File: config.mk
export PLATFORM = sky130hd
export DESIGN_NAME = matmul_result_axis_tx
export DESIGN_NICKNAME = d
export VERILOG_FILES = /design/src/rtl/matmul_result_axis_tx.sv
export SDC_FILE = /design/constraint.sdc
export NUM_CORES = 1
export LEC_CHECK = 0
export BUFFER_PORTS_ARGS = -buffer_cell sky130_fd_sc_hd__buf_4
export CAP_MARGIN = 0
export CORE_MARGIN = 1
export CORE_UTILIZATION = 48
export DETAILED_ROUTE_END_ITERATION = 10
export PLACE_DENSITY = 0.86
export REMOVE_ABC_BUFFERS = 1
export SYNTH_ARGS = -nofsm -noshare
export SYNTH_HDL_FRONTEND = slang
export SYNTH_SLANG_ARGS = --single-unit
File: constraint.sdc
create_clock -name clk -period 1.5 [get_ports clk]
set_input_delay 0.3 -clock clk [delete_from_list [all_inputs] [get_ports clk]]
set_output_delay 0.3 -clock clk [all_outputs]
set_load 0.05 [all_outputs]
File: src/rtl/matmul_result_axis_tx.sv
// Snapshots the matmul accumulator bank on the controller's done edge and
// streams it row-major as an AXI4-Stream master, flagging premature re-triggers.
module matmul_result_axis_tx #(
  parameter int unsigned N     = 2,
  parameter int unsigned ACC_W = 32
) (
  input  logic                 clk,
  input  logic                 rst_n,
  input  logic                 done,
  input  logic [N*N*ACC_W-1:0] c_flat,
  output logic [ACC_W-1:0]     m_axis_tdata,
  output logic                 m_axis_tvalid,
  input  logic                 m_axis_tready,
  output logic                 m_axis_tlast,
  output logic                 busy,
  output logic                 tx_done,
  output logic                 overrun,
  input  logic                 clr_err
);

  localparam int unsigned NE    = N * N;
  localparam int unsigned IDX_W = (NE > 1) ? $clog2(NE) : 1;
  localparam logic [IDX_W-1:0] LAST_IDX = IDX_W'(NE - 1);

  typedef enum logic [1:0] {
    S_IDLE = 2'd0,
    S_SEND = 2'd1,
    S_FIN  = 2'd2
  } state_e;

  state_e             state_q, state_d;
  logic [IDX_W-1:0]   idx_q, idx_d;
  logic               done_q, done_d;
  logic [ACC_W-1:0]   shadow_q [NE];
  logic [ACC_W-1:0]   shadow_d [NE];
  logic               overrun_q, overrun_d;
  logic               tvalid_q, tvalid_d;
  logic [ACC_W-1:0]   tdata_q, tdata_d;
  logic               tlast_q, tlast_d;
  logic               busy_q, busy_d;
  logic               tx_done_q, tx_done_d;
  logic               trigger;

  assign trigger = done & ~done_q;

  // State and output registers; outputs are decoded from next state so the
  // stream interface is driven straight from flops.
  always_ff @(posedge clk) begin
    if (!rst_n) begin
      state_q   <= S_IDLE;
      idx_q     <= '0;
      done_q    <= 1'b0;
      overrun_q <= 1'b0;
      tvalid_q  <= 1'b0;
      tdata_q   <= '0;
      tlast_q   <= 1'b0;
      busy_q    <= 1'b0;
      tx_done_q <= 1'b0;
      for (int unsigned e = 0; e < NE; e++) begin
        shadow_q[e] <= '0;
      end
    end else begin
      state_q   <= state_d;
      idx_q     <= idx_d;
      done_q    <= done_d;
      overrun_q <= overrun_d;
      tvalid_q  <= tvalid_d;
      tdata_q   <= tdata_d;
      tlast_q   <= tlast_d;
      busy_q    <= busy_d;
      tx_done_q <= tx_done_d;
      for (int unsigned e = 0; e < NE; e++) begin
        shadow_q[e] <= shadow_d[e];
      end
    end
  end

  // Next-state logic: capture on trigger, advance on handshake.
  always_comb begin
    state_d   = state_q;
    idx_d     = idx_q;
    done_d    = done;
    overrun_d = overrun_q;
    for (int unsigned e = 0; e < NE; e++) begin
      shadow_d[e] = shadow_q[e];
    end

    unique case (state_q)
      S_IDLE: begin
        if (trigger) begin
          for (int unsigned e = 0; e < NE; e++) begin
            shadow_d[e] = c_flat[e*ACC_W +: ACC_W];
          end
          idx_d   = '0;
          state_d = S_SEND;
        end
      end
      S_SEND: begin
        if (m_axis_tready) begin
          if (idx_q == LAST_IDX) begin
            state_d = S_FIN;
          end else begin
            idx_d = IDX_W'(idx_q + 1'b1);
          end
        end
      end
      S_FIN: begin
        state_d = S_IDLE;
        idx_d   = '0;
      end
      default: begin
        state_d = S_IDLE;
        idx_d   = '0;
      end
    endcase

    // A new done edge anywhere in the busy window (SEND or FIN) is lost.
    if (trigger && (state_q != S_IDLE)) begin
      overrun_d = 1'b1;
    end else if (clr_err) begin
      overrun_d = 1'b0;
    end
  end

  // Output decode from next state, registered above.
  always_comb begin
    tvalid_d  = (state_d == S_SEND);
    busy_d    = (state_d == S_SEND);
    tx_done_d = (state_d == S_FIN);
    tlast_d   = tvalid_d && (idx_d == LAST_IDX);
    tdata_d   = tvalid_d ? shadow_d[idx_d] : '0;
  end

  assign m_axis_tvalid = tvalid_q;
  assign m_axis_tdata  = tdata_q;
  assign m_axis_tlast  = tlast_q;
  assign busy          = busy_q;
  assign tx_done       = tx_done_q;
  assign overrun       = overrun_q;

  a_axis_hold: assert property (@(posedge clk) disable iff (!rst_n)
    m_axis_tvalid && !m_axis_tready |=>
      m_axis_tvalid && $stable(m_axis_tdata) && $stable(m_axis_tlast));

  a_tx_done_pulse: assert property (@(posedge clk) disable iff (!rst_n)
    tx_done |=> !tx_done);

  a_idx_range: assert property (@(posedge clk) disable iff (!rst_n)
    m_axis_tvalid |-> (32'(idx_q) < NE));

endmodule

======== Word level (Yosys, flattened, before mapping) ========
Memories as Yosys holds them, arrays and structs flattened.
Index checks and enable logic that the tools add are counted.
operators by class
  order comparisons ....................... 1
  bitwise operators ....................... 7
  reductions and logical operators ........ 6
  add/sub/neg operators ................... 1
  eq/ne operators ......................... 5
  muxes and demuxes ....................... 21
operators by type and width
  cell                                                      count
  two-way mux 128 bit                                       2
  two-way mux 32 bit                                        6
  binary-select mux 32 bit (select 2 bit)                   1
  two-way mux 2 bit                                         6
  one-hot mux 2 bit (2 select lines)                        2
  == test 2 bit, second input constant                      3
  == test 2 x 1 -> 1 bit, second input constant             2
  two-way mux 1 bit                                         4
  OR 1 bit                                                  4
  nonzero test 2 bit                                        2
  greater-or-equal comparator 3 bit, second input constant  1
  NOT 2 -> 3 bit                                            1
  adder 2 x 1 -> 2 bit, second input constant               1
  logical AND 1 bit                                         2
  zero test 2 bit                                           1
  AND reduction 2 bit                                       1
  bitwise AND 1 bit                                         1
  NOT 1 bit                                                 1
storage, ports and cells
  word-level logic and storage cells ...... 50
  register bits after elaboration ......... 41
  memories ................................ 1
  memory bits (writable) .................. 128
  input port bits ......................... 133
memory list
  name      depth  bits a word  read ports  clocked after memory_dff  write ports  RTL line  RTL
  shadow_q  4      32           4           0                         4            34        logic [ACC_W-1:0] shadow_q [NE];

======== Depth between registers and ports, before layout ========
Gate-level depths: netlist of run 1.
  word-level depth ........................ 8
  depth in mapped cells ................... 8
  gate-level depth less buffers ........... 5

======== Worst setup path after synthesis of run 1 ========
OpenSTA, ideal clock, no wires.
  path type ............................... reg2reg
  from .................................... register state_q[0]
  to ...................................... register tdata_q[10], in the netlist m_axis_tdata[10]
  slack ................................... -0.085 ns
  stages on the path, launching flop included .. 8
  path buffers ............................ 3
  required time ........................... 1.383 ns
  arrival time ............................ 1.468 ns
  path through ............................ dfxtp_1 buf_6 nor3_2 buf_4 buf_4 mux2i_1 nand2_1 a32o_1
on the way
  longest elaborated chain between the ends .. 6
ends and longest elaborated chain
  element                                                           RTL line  RTL
  from (decl)                                                       31        state_e state_q, state_d;
  from (signal assigned)                                            63        state_q <= state_d;
  == test 2 x 1 -> 1 bit / zero test 2 bit (equally long branches)  88        unique case (state_q)
  one-hot mux 2 bit (2 select lines)                                88
  NOT 2 -> 3 bit (implied by the code)                              131       tdata_d = tvalid_d ? shadow_d[idx_d] : '0;
  binary-select mux 32 bit (select 2 bit)                           131
  two-way mux 32 bit (implied by the code) (2 in series)            131
  to (signal assigned)                                              68        tdata_q <= tdata_d;
  to (decl)                                                         38        logic [ACC_W-1:0] tdata_q, tdata_d;
Parallel ways exist; a longest one is shown, timed or not. The select of a mux whose other input is x is not followed.
A chain may end at the register's enable or synchronous reset.

======== Worst setup path after layout of run 1 ========
  from .................................... register state_q[1]
  to ...................................... register tdata_q[12], in the netlist m_axis_tdata[12]
The elaborated chain is that of the path after synthesis.

==> results.py, run 1 <==
metrics = {
    "clocking": {
        "clk_latency_ns": 0.43,
        "cts_made_buffers": 17,
        "cts_tree": "yes",
        "htreeDepth": 4,
        "cts_root_buf": "clkbuf_16",
        "clkTransAtPathRegs_ns": 0.06,
        "cts_sinks": 169,
        "clockBufferDepth": 2,
    },
    "floorplan": {
        "core_area_sq_mm": 0.0139,
        "rows": 43,
        "die_h_microns": 122,
        "die_w_microns": 122,
        "die_area_sq_mm": 0.0148,
        "ios": 170,
        "start_util": 0.493,
    },
    "power": {
        "p_leak_nw": 4.47,
        "ir_drop_mv": 0.683,
        "p_per_area_mw_per_mm2": 1110,
    },
    "route": {
        "first_pass_iters": 4,
        "drt-vias-per-instance": 5.15,
        "ant_nets": 0,
        "drtIter0Drc": 331,
        "drt_wl_total_microns": 20100,
        "vias": 5730,
        "drc": 0,
        "route.detailed.wl_per_inst_microns": 18.1,
    },
    "timing": {
        "slew_violations": 0,
        "rsz0062_at_grt": "yes",
        "fin_ws_ns": -0.354,
        "fmax_mhz": 539,
        "hold_viol": 0,
        "worst_pin_slew_ns": 0.639,
        "final-setup-viol-count": 131,
        "skew_ns": 0.00903,
        "timing.final.crit_share": 1.24,
        "relSlewSlack": 0.573,
        "layout_min_cycle_time_ns": 1.85,
        "holdWs_ns": 0.115,
    },
    "final_layout": {
        "antenna_cells": 0,
        "syn2layout_area_growth_pct": 57.5,
        "fin_area_sq_mm": 0.0108,
        "mostFrequentLayoutCell": "buf_4",
        "fin_nets": 1055,
        "layout-drive-gt1-share": 0.460,
        "num-fill-cells": 803,
        "final_cell_mix": "buf_4 (273), dfxtp_1 (168), nor2b_1 (128)",
        "final_util": 0.776,
    },
    "worst_setup_path": {
        "critPathCaptureType": "register",
        "critPathMaxFanout": 6,
        "required_ns": 1.82,
        "worst_setup_path_start_kind": "register",
        "arrival_ns": 2.17,
        "critPathKind": "reg2reg",
    },
    "synth": {
        "synthDistinctLibCells": 28,
        "synth_seq_cells": 169,
        "syn-cell-area_sq_mm": 0.00687,
        "avgSynthCellArea_sq_um": 10.8,
        "yosysWarnings": 0,
        "yosysSeqAreaShare": 0.493,
        "netlist_instances": 634,
    },
    "place": {
        "numPortBuffers": 169,
        "globalplace.congestion": 0.724,
        "dpl_cell_area_sq_mm": 0.00913,
        "dp_hpwl_microns": 11200,
    },
    "global_route": {
        "grt_pass1_wl_microns": 27500,
        "grt_max_degree": 81,
        "grt_pass1_vias": 5693,
        "grt_usage": 0.244,
        "antenna_found_initial": 0,
        "overflow": 0,
    },
    "flow_run": {
        "drv_cap": 0,
    },
    "run_status": {
        "violations": "negative setup slack",
        "status": "finished, violations left",
    },
    "worst_hold_path": {
        "min_path_type": "in2reg",
    },
}
[where the power goes]
group | internal (mW) | total, mW | leakage [nW] | switching [mW]
registers | 4.76 | 4.90 | 1.38 | 0.135
logic | 1.50 | 2.73 | 2.81 | 1.24
clock network | 2.60 | 4.36 | 0.274 | 1.76
[cell type report]
cell class,instances,area (sq um),share of cell area
clock inverter,8,121,0.0112
multi-input combinational,416,3870,0.358
clock buffer,22,444,0.0411
sequential,169,3380,0.313
tap,180,225,0.0208
timing repair buffer,316,2760,0.255
inverter,2,7.51,0.000694
[state kept, by name, summed over array words and instances (netlist names)]
signal / cells
state_q: 2
overrun: 1
busy: 1
m_axis_tlast: 1
tx_done: 1
done_q: 1
m_axis_tdata: 32
shadow_q: 128
idx_q: 2
[synthesized netlist by cell type]
cell type / count / area share
a21oi_1: 3 / 0.0022
a32o_1: 32 / 0.047
and2_1: 4 / 0.0036
buf_12: 1 / 0.0029
buf_2: 8 / 0.0058
buf_4: 16 / 0.017
buf_6: 4 / 0.0066
buf_8: 1 / 0.0022
clkbuf_1: 17 / 0.0093
clkbuf_4: 1 / 0.0011
dfxtp_1: 169 / 0.49
inv_1: 2 / 0.0011
mux2i_1: 160 / 0.23
nand2_1: 66 / 0.036
nand2b_1: 3 / 0.0027
nand2b_4: 1 / 0.0020
nand3_1: 1 / 0.00073
nand4_1: 1 / 0.00091
nor2_1: 8 / 0.0044
nor2_2: 1 / 0.00091
nor2b_1: 128 / 0.12
nor3_2: 1 / 0.0015
nor3b_2: 1 / 0.0018
o21ai_0: 1 / 0.00073
o22ai_1: 1 / 0.00091
o31a_1: 1 / 0.0013
o31ai_4: 1 / 0.0031
xor2_1: 1 / 0.0013
[kinds of logic after synthesis]
group | synth area share
AOI/OAI and AO/OA | 0.0549
xor gates and xnor gates | 0.00128
DFF | 0.493
buffers and inverters | 0.0465
and+or+nand+nor | 0.171
muxes | 0.233
[worst max-delay path, stage by stage (launching register included)]
cell and delay [ns]:
dfxtp_1 0.36, nor3_4 0.25, buf_6 0.18, buf_12 0.14
clkbuf_16 0.17, mux2i_1 0.28, nand2_1 0.12, a32o_1 0.25
[per-layer routing]
metal,global-route usage,wire length [microns]
met2,0.427,10400
met1,0.281,7980
met4,0.0980,499
met3,0.0646,1260
met5,0,0
[final timing paths]
check / start / endpoint / slack (ns) / cells after the start
worst min register to register: shadow_q[3][30]$_SDFF_PN0_ / shadow_q[3][30]$_SDFF_PN0_ / 0.51 / 2
worst min-delay path: done / done_q$_SDFF_PN0_ / 0.11 / 2
worst max register to register: state_q[1]$_SDFF_PN0_ / m_axis_tdata[12]$_SDFF_PN0_ / -0.35 / 7
worst max-delay path: state_q[1]$_SDFF_PN0_ / m_axis_tdata[12]$_SDFF_PN0_ / -0.35 / 7
[per-stage QoR]
step | power [mW] | setup slack, ns | instances | setup TNS (ns)
2_1_floorplan | 6.15 | -7.00 | 586 | -1091.28
4_1_cts | 11.5 | -0.254 | 1099 | -11.73
6_report | 12.0 | -0.354 | 1113 | -17.10
3_3_place_gp | 7.03 | -0.286 | 1059 | -13.83
5_1_grt | 12.4 | -0.438 | 1113 | -27.05
3_5_place_dp | 7.08 | -0.302 | 1059 | -16.84
[timing repair]
item	CTS	global route
hold buffers	0	0
hold endpoints to repair	0	0
pin swaps	0	5
setup buffers	9	11
gates cloned	3	5
resized for setup	42	117
setup endpoints to repair	124	156
(Power assumes the default switching activity.)
==> inputs of run 2 (changes only) <==
--- a/config.mk
+++ b/config.mk
@@ -7,7 +7,7 @@
 export LEC_CHECK = 0
 export BUFFER_PORTS_ARGS = -buffer_cell sky130_fd_sc_hd__buf_4
 export CAP_MARGIN = 0
-export CORE_MARGIN = 1
+export CORE_MARGIN = 2
 export CORE_UTILIZATION = 48
 export DETAILED_ROUTE_END_ITERATION = 10
 export PLACE_DENSITY = 0.86
==> run 2 against run 1 <==
Effect of this change:
- the run still ends with negative setup slack left
- combinational power decreased by 12%
- cell count decreased by 2.0%
- hold slack improved by 0.012 ns
- register-to-register slack improved by 0.06 ns
- via count decreased by 5.0%
- clock skew decreased by 0.00058 ns
- clock power increased by 8.0%
- total power about the same
- largest cell class unchanged
- largest power group unchanged
==> results.py, run 2 (synthesis gave the netlist of run 1 again) <==
metrics = {
    "clocking": {
        "clk_latency_ns": 0.42,
        "cts_root_buf": "clkbuf_16",
        "clkTransAtPathRegs_ns": 0.06,
        "ctsHoldBuffers": 0,
        "cts_sinks": 169,
        "htreeDepth": 4,
        "cts_made_buffers": 17,
        "clockBufferDepth": 2,
        "cts_tree": "yes",
    },
    "final_layout": {
        "final_cell_mix": "buf_4 (272), dfxtp_1 (167), nor2b_1 (127)",
        "layout-drive-gt1-share": 0.459,
        "final_util": 0.737,
        "final_cells": 1091,
        "antenna_cells": 0,
        "largest-register": "shadow_q",
        "largest_reg_flops": 128,
        "mostFrequentLayoutCell": "buf_4",
        "syn2layout_area_growth_pct": 49.6,
        "fin_nets": 1032,
    },
    "timing": {
        "worst_pin_slew_ns": 0.630,
        "rsz0062_at_grt": "yes",
        "relSlewSlack": 0.579,
        "final-setup-viol-count": 126,
        "skew_ns": 0.00845,
        "timing.final.crit_share": 1.20,
        "fmax_mhz": 558,
        "slew_violations": 0,
        "hold_viol": 0,
        "fin_ws_ns": -0.294,
        "layout_min_cycle_time_ns": 1.79,
    },
    "worst_setup_path": {
        "required_ns": 1.80,
        "critPathMaxFanout": 19,
        "arrival_ns": 2.10,
        "worst_setup_path_start_kind": "register",
        "critPathKind": "reg2reg",
        "critPathCaptureType": "register",
    },
    "global_route": {
        "grt_max_degree": 110,
        "grt_pass1_wl_microns": 26600,
        "grt_usage": 0.228,
        "overflow": 0,
        "grt_pass1_vias": 5419,
        "antenna_found_initial": 0,
    },
    "floorplan": {
        "die_h_microns": 124,
        "ios": 170,
        "die_w_microns": 124,
        "start_util": 0.493,
        "core_area_sq_mm": 0.0139,
        "rows": 43,
        "die_area_sq_mm": 0.0153,
    },
    "run_status": {
        "status": "finished, violations left",
        "violations": "negative setup slack",
    },
    "place": {
        "dp_hpwl_microns": 11200,
        "globalplace.congestion": 0.799,
        "dp_cells": 1055,
        "numPortBuffers": 169,
        "dp_slack_ns": -0.350,
    },
    "route": {
        "first_pass_iters": 5,
        "route.detailed.wl_per_inst_microns": 16.4,
        "vias": 5445,
        "drt-vias-per-instance": 4.99,
        "drt_wl_total_microns": 17900,
        "drc": 0,
        "ant_nets": 0,
        "drtIter0Drc": 235,
    },
    "power": {
        "p_leak_nw": 4.29,
        "ir_drop_mv": 0.732,
        "p_per_area_mw_per_mm2": 1170,
    },
    "flow_run": {
        "drv_cap": 0,
    },
    "worst_hold_path": {
        "min_path_type": "in2reg",
    },
}
## run 2: changes by cell type in the layout (fill, tap and decap cells not counted), moves of 3 or more
cell / delta
mux2i_1: -5
buf_6: -12
buf_12: -7
clkbuf_16: -4
clkbuf_8: +5
mux2i_4: -30
buf_8: +3
clkbuf_1: -3
mux2i_2: +35
## run 2: final timing paths
check | cells after the start | from | end | slack, ns
setup reg to reg | 7 | done_q$_SDFF_PN0_ | m_axis_tdata[18]$_SDFF_PN0_ | -0.29
hold reg to reg | 2 | shadow_q[3][8]$_SDFF_PN0_ | shadow_q[3][8]$_SDFF_PN0_ | 0.52
setup / recovery | 7 | done_q$_SDFF_PN0_ | m_axis_tdata[18]$_SDFF_PN0_ | -0.29
hold / removal | 2 | done | done_q$_SDFF_PN0_ | 0.13
## run 2: routing by layer
metal,vias to the layer above,track usage,share of wire,wire (microns)
li1,2683,-,-,-
met1,2559,0.278,0.43,7700
met2,169,0.391,0.49,8840
met3,34,0.0572,0.055,985
met4,0,0.0838,0.021,379
met5,-,0,0,0
## run 2: area by class of cell
cell class,count,area (sq um)
Tap cell,180,225
Sequential cell,169,3390
Fill cell,884,3660
Inverter,2,7.51
Multi-Input combinational cell,416,3640
Clock buffer,24,502
Clock inverter,7,138
Timing Repair Buffer,293,2370
## run 2: what timing repair did
item,4_1_cts,5_1_grt
setup endpoints to repair,121,160
resized for setup,51,70
cloned,2,0
pin swaps,4,1
buffers inserted,2,4
## run 2: critical path: stages (launching register included)
cell and delay (ns):
dfxtp_1 0.30, nand2b_4 0.16, nor3_4 0.19, buf_6 0.20
buf_12 0.21, mux2i_1 0.27, mux2i_1 0.12, a32o_1 0.22
## run 2: stage by stage
stage	instance area, sq um	setup TNS, ns	total power [mW]	hold WS, ns
6_report	10300	-14.32	12.0	0.126
5_1_grt	10300	-25.91	12.4	0.103
4_1_cts	9950	-13.56	11.9	0.106
3_5_place_dp	9080	-15.54	7.05	0.500
3_3_place_gp	9080	-12.74	7.00	0.490
2_1_floorplan	6550	-1091.28	6.15	0.422
## run 2: power breakdown
| group | internal (mW) | switching, mW | total (mW) |
|---|---|---|---|
| clock network | 3.00 | 1.71 | 4.71 |
| logic | 1.27 | 1.12 | 2.40 |
| registers | 4.76 | 0.115 | 4.88 |
==> inputs of run 3 (changes only) <==
--- a/config.mk
+++ b/config.mk
@@ -10,7 +10,7 @@
 export CORE_MARGIN = 2
 export CORE_UTILIZATION = 48
 export DETAILED_ROUTE_END_ITERATION = 10
-export PLACE_DENSITY = 0.86
+export PLACE_DENSITY = 0.76
 export REMOVE_ABC_BUFFERS = 1
 export SYNTH_ARGS = -nofsm -noshare
 export SYNTH_HDL_FRONTEND = slang
==> run 3 against run 2 <==
Effect of this change:
- non-clock buffer count down 12
- clock skew down 0.00054 ns
- cell area up 4.6%
- clock power down 5.7%
- total power up 0.32%
- via count up 3.3%
- the run still ends with negative setup slack left
- largest cell class unchanged
- global-route usage up 0.93 points
- sequential power about the same
==> results.py, run 3 (synthesis gave the netlist of run 1 again) <==
metrics = {
    "place": {
        "globalplace.congestion": 0.814,
        "dp_hpwl_microns": 11200,
        "numPortBuffers": 169,
        "dpl_cell_area_sq_mm": 0.00893,
    },
    "final_layout": {
        "antenna_cells": 0,
        "fin_area_sq_mm": 0.0107,
        "syn2layout_area_growth_pct": 56.5,
        "mostFrequentLayoutCell": "buf_4",
        "largest-register": "shadow_q",
        "final_cell_mix": "buf_4 (229), dfxtp_1 (166), nor2b_1 (123)",
        "largest_reg_flops": 128,
        "fin_nets": 1020,
        "layout-drive-gt1-share": 0.476,
    },
    "power": {
        "seqPwrFrac": 0.407,
        "p_per_area_mw_per_mm2": 1120,
        "clkPwrFrac": 0.370,
        "p_leak_nw": 4.33,
        "ir_drop_mv": 0.652,
        "p_sw_frac": 0.258,
        "internal-power_mw": 8.91,
        "combPwrFrac": 0.223,
        "switchingPower_mw": 3.10,
    },
    "clocking": {
        "ctsHoldBuffers": 0,
        "cts_sinks": 169,
        "clkTransAtPathRegs_ns": 0.07,
        "clk_latency_ns": 0.43,
        "cts_made_buffers": 17,
        "clockBufferDepth": 2,
        "htreeDepth": 4,
        "cts_root_buf": "clkbuf_16",
        "cts_tree": "yes",
    },
    "worst_setup_path": {
        "critPathMaxFanout": 6,
        "critPathCaptureType": "register",
        "required_ns": 1.82,
        "arrival_ns": 2.13,
        "worst_setup_path_start_kind": "register",
        "critPathKind": "reg2reg",
    },
    "global_route": {
        "grt_max_degree": 73,
        "grt_pass1_wl_microns": 27600,
        "grt_pass1_vias": 5577,
        "overflow": 0,
        "grt_usage": 0.238,
        "antenna_found_initial": 0,
    },
    "route": {
        "drt_wl_total_microns": 20000,
        "drt-vias-per-instance": 5.21,
        "first_pass_iters": 4,
        "route.detailed.wl_per_inst_microns": 18.5,
        "vias": 5623,
        "drtIter0Drc": 326,
        "drc": 0,
        "ant_nets": 0,
    },
    "timing": {
        "final-setup-viol-count": 108,
        "layout_min_cycle_time_ns": 1.81,
        "timing.final.crit_share": 1.21,
        "worst_pin_slew_ns": 0.648,
        "fin_ws_ns": -0.309,
        "slew_violations": 0,
        "rsz0062_at_grt": "yes",
        "relSlewSlack": 0.567,
        "skew_ns": 0.00791,
        "hold_viol": 0,
        "fmax_mhz": 553,
        "tns_ns": -12.47,
    },
    "floorplan": {
        "die_h_microns": 124,
        "core_area_sq_mm": 0.0139,
        "start_util": 0.493,
        "ios": 170,
        "rows": 43,
        "die_w_microns": 124,
        "die_area_sq_mm": 0.0153,
    },
    "worst_hold_path": {
        "min_path_type": "in2reg",
    },
    "run_status": {
        "status": "finished, violations left",
        "violations": "negative setup slack",
    },
    "flow_run": {
        "drv_cap": 0,
    },
}
## run 3: path summary, 6_finish.rpt
| kind | start | endpoint | slack, ns | depth (start not counted) |
|---|---|---|---|---|
| setup / recovery | done_q$_SDFF_PN0_ | m_axis_tdata[28]$_SDFF_PN0_ | -0.31 | 8 |
| hold / removal | done | done_q$_SDFF_PN0_ | 0.11 | 2 |
| hold reg to reg | shadow_q[1][30]$_SDFF_PN0_ | shadow_q[1][30]$_SDFF_PN0_ | 0.52 | 2 |
| setup reg to reg | done_q$_SDFF_PN0_ | m_axis_tdata[28]$_SDFF_PN0_ | -0.31 | 8 |
## run 3: layout make-up
type                            instances  area, sq um
Tap cell                              180          225
Sequential cell                       169         3390
Clock buffer                           25          475
Timing Repair Buffer                  281         2580
Fill cell                             813         3190
Clock inverter                          7          116
Multi-Input combinational cell        416         3960
Inverter                                2         7.51
## run 3: what timing repair did
item	CTS	global route
pin swaps	4	3
endpoints found under the setup margin	102	154
endpoints found under the hold margin	0	0
buffers inserted	11	9
cloned	4	5
resized for setup	66	120
## run 3: layer usage
metal	track usage	share of wire	vias up
met3	0.0600	0.054	51
met4	0.0881	0.030	0
met2	0.408	0.51	180
li1	-	-	2676
met1	0.288	0.41	2716
met5	0	0	-
## run 3: power groups by stage
| stage | logic (mW) | clock network (mW) | registers (mW) |
|---|---|---|---|
| after floorplan | 1.02 | 0 | 5.13 |
| after global placement | 2.00 | 0 | 4.93 |
| after detailed placement | 2.06 | 0 | 4.94 |
| after CTS | 2.29 | 4.48 | 4.86 |
| after global routing | 2.83 | 4.67 | 4.92 |
| final | 2.68 | 4.44 | 4.90 |
## run 3: per-stage QoR
step | instances | util | total power [mW] | hold WS, ns | setup WS [ns]
after detailed placement | 1030 | 0.641 | 6.99 | 0.498 | -0.386
final | 1080 | 0.771 | 12.0 | 0.112 | -0.309
after global placement | 1030 | 0.641 | 6.93 | 0.491 | -0.295
after CTS | 1071 | 0.714 | 11.6 | 0.0987 | -0.248
after floorplan | 586 | - | 6.15 | 0.422 | -7.00
after global routing | 1080 | 0.771 | 12.4 | 0.0975 | -0.375
## run 3: worst max-delay path, cell delays in order, from the launching register on
cell and delay, ns:
dfxtp_1 0.30, nand2b_4 0.16, nor3_4 0.16, buf_6 0.19
buf_12 0.12, clkbuf_16 0.16, mux2i_4 0.24, nand2_1 0.10
a32o_1 0.26
